===== src/rtl/caster_pkg.sv =====
// Shared widths, the column-ID type and the hit counter ceiling for the tag_caster slice.
// Width helpers clamp to 1 so degenerate parameter choices still elaborate.
package caster_pkg;

  function automatic int calc_idw(input int num_col);
    return (num_col > 1) ? $clog2(num_col) : 1;
  endfunction

  function automatic int calc_ptr_w(input int depth);
    return (depth > 1) ? $clog2(depth) : 1;
  endfunction

  localparam int NUM_COL_DEF = 4;
  localparam int IDW_DEF     = calc_idw(NUM_COL_DEF);

  typedef logic [IDW_DEF-1:0] caster_id_t;

  localparam logic [15:0] HIT_CNT_MAX = 16'hFFFF;

endpackage


===== src/rtl/caster_fifo.sv =====
// Synchronous DEPTH x DATA_WIDTH FIFO; a push is readable at the head the next cycle, no bypass.
// Backpressure: push is ignored when full and pop when empty; flush clears both pointers.
module caster_fifo
  import caster_pkg::*;
#(
  parameter int DATA_WIDTH = 16,
  parameter int DEPTH      = 4
) (
  input  logic                    clk,
  input  logic                    rst_n,
  input  logic                    push,
  input  logic                    pop,
  input  logic                    flush,
  input  logic [DATA_WIDTH-1:0]   wr_data,
  output logic [DATA_WIDTH-1:0]   rd_data,
  output logic                    full,
  output logic                    empty,
  output logic [$clog2(DEPTH):0]  occupancy
);

  localparam int              PTR_W   = calc_ptr_w(DEPTH);
  localparam logic [PTR_W:0]  PTR_ONE = {{PTR_W{1'b0}}, 1'b1};

  logic [DATA_WIDTH-1:0] mem [DEPTH];
  logic [PTR_W:0]        wr_ptr;
  logic [PTR_W:0]        rd_ptr;
  logic                  do_push;
  logic                  do_pop;

  // The extra pointer MSB separates full (MSBs differ) from empty (pointers equal).
  assign empty     = (wr_ptr == rd_ptr);
  assign full      = (wr_ptr[PTR_W] != rd_ptr[PTR_W]) &&
                     (wr_ptr[PTR_W-1:0] == rd_ptr[PTR_W-1:0]);
  assign occupancy = wr_ptr - rd_ptr;
  assign rd_data   = mem[rd_ptr[PTR_W-1:0]];

  assign do_push = push & ~full;
  assign do_pop  = pop & ~empty;

  always_ff @(posedge clk) begin
    if (!rst_n) begin
      wr_ptr <= '0;
      rd_ptr <= '0;
      for (int i = 0; i < DEPTH; i++) begin
        mem[i] <= '0;
      end
    end else if (flush) begin
      wr_ptr <= '0;
      rd_ptr <= '0;
    end else begin
      if (do_push) begin
        mem[wr_ptr[PTR_W-1:0]] <= wr_data;
        wr_ptr                 <= wr_ptr + PTR_ONE;
      end
      if (do_pop) begin
        rd_ptr <= rd_ptr + PTR_ONE;
      end
    end
  end

endmodule


===== src/rtl/tag_caster.sv =====
// Per-column multicast receiver: buffers bus words whose tag matches id_i, 1-cycle latency to the PE.
// Backpressure: bus_ready drops only for a matching word while full; CASTER_BCAST_EN adds bcast_i.
module tag_caster
  import caster_pkg::*;
#(
  parameter  int DATA_WIDTH = 16,
  parameter  int NUM_COL    = 4,
  parameter  int DEPTH      = 4,
  localparam int IDW        = calc_idw(NUM_COL)
) (
  input  logic                    clk,
  input  logic                    rst_n,
  input  logic [IDW-1:0]          id_i,
  input  logic                    caster_en,
  input  logic                    flush,
  input  logic [IDW-1:0]          tag_i,
`ifdef CASTER_BCAST_EN
  input  logic                    bcast_i,
`endif
  input  logic                    bus_valid,
  input  logic [DATA_WIDTH-1:0]   bus_data,
  output logic                    bus_ready,
  output logic                    pe_valid,
  output logic [DATA_WIDTH-1:0]   pe_data,
  input  logic                    pe_ready,
  output logic                    pe_en,
  output logic [$clog2(DEPTH):0]  occupancy,
  output logic [15:0]             hit_cnt
);

  logic match;
  logic full;
  logic empty;
  logic push;
  logic pop;

`ifdef CASTER_BCAST_EN
  assign match = caster_en & (bcast_i | (tag_i == id_i));
`else
  assign match = caster_en & (tag_i == id_i);
`endif

  // full comes straight from registered pointers, so bus_ready never sees pe_ready.
  assign bus_ready = ~match | ~full;
  assign push      = bus_valid & bus_ready & match & ~flush;
  assign pe_valid  = ~empty;
  assign pop       = pe_valid & pe_ready;
  assign pe_en     = pop;

  caster_fifo #(
    .DATA_WIDTH (DATA_WIDTH),
    .DEPTH      (DEPTH)
  ) u_fifo (
    .clk       (clk),
    .rst_n     (rst_n),
    .push      (push),
    .pop       (pop),
    .flush     (flush),
    .wr_data   (bus_data),
    .rd_data   (pe_data),
    .full      (full),
    .empty     (empty),
    .occupancy (occupancy)
  );

  always_ff @(posedge clk) begin
    if (!rst_n) begin
      hit_cnt <= '0;
    end else if (push && (hit_cnt != HIT_CNT_MAX)) begin
      hit_cnt <= hit_cnt + 16'd1;
    end
  end

endmodule

===== config.mk =====
export PLATFORM = sky130hd
export DESIGN_NAME = tag_caster
export DESIGN_NICKNAME = d
export VERILOG_FILES = /design/src/rtl/caster_pkg.sv /design/src/rtl/caster_fifo.sv /design/src/rtl/tag_caster.sv
export SDC_FILE = /design/constraint.sdc
export NUM_CORES = 1
export LEC_CHECK = 0
export BUFFER_PORTS_ARGS = -buffer_cell sky130_fd_sc_hd__buf_2
export CORE_UTILIZATION = 25
export DETAILED_ROUTE_END_ITERATION = 12
export PLACE_DENSITY = 0.5
export SYNTH_ARGS = -nofsm -noshare
export SYNTH_HDL_FRONTEND = slang
export SYNTH_SLANG_ARGS = --single-unit
export TNS_END_PERCENT = 10

===== constraint.sdc =====
create_clock -name clk -period 4.5 [get_ports clk]
set_input_delay 0.9 -clock clk [delete_from_list [all_inputs] [get_ports clk]]
set_output_delay 0.9 -clock clk [all_outputs]
set_load 0.005 [all_outputs]

# == Word level (Yosys, flattened, before mapping) ==
# Memories as Yosys holds them, arrays and structs flattened. A register that Yosys moved wholly into a read port is not among the register bits.
# Index checks and enable logic that the tools add are counted.
# totals
regBits,22
latchBits,0
ram_bits,64
mem_bits_ro,0
output_inout_bits,38
n_memories,1
# mem_list
memory,words,word_bits,read_ports,rd_clocked_by_memory_dff,wr,line,rtl
u_fifo.mem,4,16,1,1,4,caster_fifo.sv:24,logic [DATA_WIDTH-1:0] mem [DEPTH];
# classes
add_sub_neg,4
n_mul,0
n_div,0
magnitude_cmp,0
n_eq_ne,5
shift,0
mux,10
bitwise,13
reduce_logical,4
# op_table
operator,count
"adder 16 x 1 -> 16 bit, second input constant",1
2-to-1 mux 16 bit,1
"!= test 16 bit, second input constant",1
OR reduction 16 bit,1
bitwise AND 1 bit,7
"adder 3 x 1 -> 3 bit, second input constant",2
2-to-1 mux 1 bit,6
2-to-1 mux 2 bit,3
NOT 1 bit,5
equality test 2 bit,2
equality test 3 bit,1
subtractor 3 bit,1
logical AND 1 bit,2
OR reduction 2 bit,1
!= test 1 bit,1
bitwise OR 1 bit,1

# == Longest topological paths before layout ==
# logic_depth
word_depth,14
ltp_mapped,8
depth_no_buf,6

# == Modules after synthesis ==
# Synthesis repeated with hierarchy kept, for this count alone.
# hier_totals
cells_unflattened,344
area_unflattened_um2,4235.3
# by_module_without_submodules
module,instances,cells_each,area_each_um2,seq_area_each_um2
caster_fifo,1,230,3239.4,2082.0
tag_caster,1,114,996.0,320.3

# == Worst setup path after synthesis ==
# Ideal clock, no wire load.
# synth_path
path_kind,input-to-reg
startpoint,input id_i[1]
endpoint,"memory u_fifo.mem[3][0], enable pin"
arrival_time_ns,3.324
t_required_ns,4.064
slack_ns,0.741
stages,4
path_buffers,1
path_cell_list,xnor2_1 -> nand3_2 -> buf_2 -> o41ai_1
# synth_lines
item,line,rtl
"start, declared",tag_caster.sv:13,"input logic [IDW-1:0] id_i,"
"end, declared",caster_fifo.sv:24,

# == Final worst setup path ==
# layout_path
startpoint,register u_fifo.wr_ptr[0]
endpoint,output pe_en
# layout_between
elab_chain_cells,3
# layout_rtl
item,line,rtl
"start, declared",caster_fifo.sv:25,logic [PTR_W:0] wr_ptr;
"start signal, assigned",caster_fifo.sv:53,wr_ptr <= wr_ptr + PTR_ONE;
equality test 3 bit,caster_fifo.sv:31,assign empty = (wr_ptr == rd_ptr);
NOT 1 bit,tag_caster.sv:46,assign pe_valid = ~empty;
bitwise AND 1 bit,tag_caster.sv:47,assign pop = pe_valid & pe_ready;
"end, declared",tag_caster.sv:26,"output logic pe_en,"
# Every way passes these cells.

==> results.json <==
{
  "skew_ns": 0.007059,
  "wl_per_cell_um": 15.67,
  "critPathRequiredTime_ns": 3.60,
  "drt_iter0_drc": 140,
  "portBuffers": 63,
  "synth_xor_area_share_pct": 1.840,
  "powerDensity_nw_per_um2": 328.2,
  "cp_data_arrival_time_ns": 2.33,
  "grt_pass1_wl_um": 15840,
  "die_h_um": 134.0,
  "synth_top_area_share_pct": 44.15,
  "rows": 47,
  "clockBufferDepth": 2,
  "start_util_pct": 25.88,
  "synth_most_common_cell": "edfxtp_1",
  "max_freq_mhz": 309.8,
  "p_leak_nw": 1.926,
  "synthMuxAreaShare_pct": 11.04,
  "setup.worst_path.end_class": "primary output",
  "post-route-drc-count": 0,
  "dp_hpwl_um": 6581,
  "wl_met2_um": 4692,
  "place.gp.congestion": 0.7436,
  "finalMaxSlewViolations": 0,
  "crit_type": "flop to primary output",
  "hold_class": "flop to flop",
  "top_layer_used": "met4",
  "grt_max_degree": 31,
  "tritoncts": "yes",
  "htreeDepth": 3,
  "async_reset_ff_share_pct": 0,
  "synth.ff_latch_count": 88,
  "cts_buffers": 9,
  "drt_first_pass_iters": 4,
  "ctsResizeCount": 0,
  "rsz0062_at_grt": "no",
  "crit_path_start_kind": "flop",
  "seq_area_um2": 2402,
  "setup_tns_ns": 0,
  "outcome": "completed",
  "path_max_fanout": 21,
  "place_ws_ns": 1.339,
  "drive_gt1_share_pct": 31.17,
  "vias": 2766,
  "die_width_um": 134.0,
  "cts_setup_buffers": 0,
  "gr-total-overflow": 0,
  "whs_path_depth": 2,
  "dieArea_um2": 17940,
  "wl_met1_um": 4523,
  "routed-wl-met3_um": 413,
  "ir_drop_mv": 0.1784,
  "fillers": 1754,
  "worstMarginPinSlew_ns": 0.9626,
  "synth.cell_area_um2": 4353,
  "fin_crit_ns": 3.228,
  "yosys-top-cells-count": "edfxtp_1 (64), and2_1 (49), dfxtp_1 (24)",
  "ys_seq_area_share_pct": 55.19,
  "synth_area_leaders": "edfxtp_1 (44%), dfxtp_1 (11%), mux4_2 (8.3%), and2_1 (7.0%), mux2i_1 (2.8%)",
  "coreArea_um2": 16820,
  "syn-num-nets": 361,
  "finalSetupViolCount": 0,
  "r2r_slack_ns": 1.41,
  "rr_worst_depth": 8,
  "ant_nets": 0,
  "clock_sinks": 88,
  "first_global_vias": 2851,
  "slew_headroom_pct": 35.35,
  "hold_viol": 0,
  "synth_edf_count": 64,
  "power_mw": 1.719,
  "timing.final.ws_setup_ns": 1.272,
  "synth_top_family_by_area": "simple AND/OR/NAND/NOR gates",
  "yosysTopAreaCell": "edfxtp_1",
  "antenna_found_initial": 1,
  "cts_hold_buf": 0,
  "synth_area_per_cell_um2": 13.23,
  "routed_wl_um": 9747,
  "syn2layout_area_growth_pct": 20.32,
  "cts-root-buf": "clkbuf_16",
  "multiInputGateArea_um2": 1833,
  "yosysUniqueCellTypes": 50,
  "viasPerCell": 4.447,
  "io-pin-count": 64,
  "synthSimpleGateAreaFrac_pct": 22.54,
  "synthAdderAreaFrac_pct": 1.897,
  "synth_cells": 329,
  "layout.nets": 428,
  "clkLatencyLatePin_ns": 0.34,
  "fin_util_pct": 31.14,
  "synth_compound_area_share_pct": 4.628,
  "ys.flop_type": "edfxtp_1",
  "final.period_utilization_pct": 71.73,
  "clk_pin_slew_ns": 0.06,
  "cap_violations": 0,
  "track_usage_pct": 11.67,
  "ys_warn_count": 0
}
## critical path, cell delays in order, from the launching register on
cell     delay, ns
dfxtp_1       0.30
buf_4         0.29
inv_1         0.17
ha_1          0.34
nand2_1       0.20
o21ai_0       0.46
inv_1         0.09
buf_2         0.14
## where the power goes
| group | switching [mW] | internal, mW | total [mW] |
|---|---|---|---|
| Combinational | 0.0503 | 0.0312 | 0.0815 |
| Sequential | 0.00578 | 0.886 | 0.892 |
| Clock | 0.315 | 0.430 | 0.746 |
## state kept, by name, summed over array words and instances (netlist names), named ones only
signal and cells:
u_fifo.wr_ptr 3, u_fifo.rd_ptr 3, u_fifo.mem 64, hit_cnt 16
## final timing paths
kind | startpoint | endpoint
worst min register to register | hit_cnt[1]$_SDFFE_PN0P_ | hit_cnt[1]$_SDFFE_PN0P_
worst max-delay path | u_fifo.wr_ptr[0]$_SDFFE_PP0N_ | pe_en
worst min-delay path | hit_cnt[1]$_SDFFE_PN0P_ | hit_cnt[1]$_SDFFE_PN0P_
worst max register to register | u_fifo.wr_ptr[0]$_SDFFE_PP0N_ | u_fifo.mem[2][14]$_SDFFCE_PN0P_
## layout make-up
cell class,count,area share (%)
Timing Repair Buffer,73,7.453
Antenna cell,1,0.04778
Clock inverter,7,1.362
Multi-Input combinational cell,214,35.00
Clock buffer,9,4.300
Sequential cell,88,45.87
Tap cell,220,5.256
Inverter,10,0.7167
## cells in the final DEF, fill, tap and decap left out, drive strengths merged, types with 5 or more instances in the layout
master	synthesis	final
buf	8	73
edfxtp	64	64
and2	49	49
dfxtp	24	24
nand2	22	22
mux4	16	16
nor3b	16	16
nor4	14	14
nand2b	12	12
mux2i	12	12
inv	10	11
clkbuf	9	9
o21ai	8	8
nand3	7	7
nand4	6	6
a21oi	5	5
ha	5	5
## cell families (layout without fill, tap and decap cells)
kind of cell,count (synthesis),after routing
simple gates,147,147
flops,88,88
mux,28,28
buf+inv,27,99
compound gates,26,26
xor+xnor,7,7
fa+ha+maj,6,6
other cells,0,1
## routing by layer
metal  global-route usage, %  vias up
li1                        -     1366
met1                   14.77     1326
met2                   18.97       63
met3                   3.288       11
met4                   4.104        0
met5                       0        -
## per-stage QoR
stage | hold slack [ns] | std cells | cell area (um^2)
floorplan | 0.4751 | 329 | 4353
global placement | 0.4748 | 605 | 4938
detailed placement | 0.4827 | 605 | 4938
CTS | 0.4931 | 621 | 5235
global route | 0.5218 | 621 | 5235
finish | 0.4907 | 622 | 5238
Power figures use the tool's default switching activity.
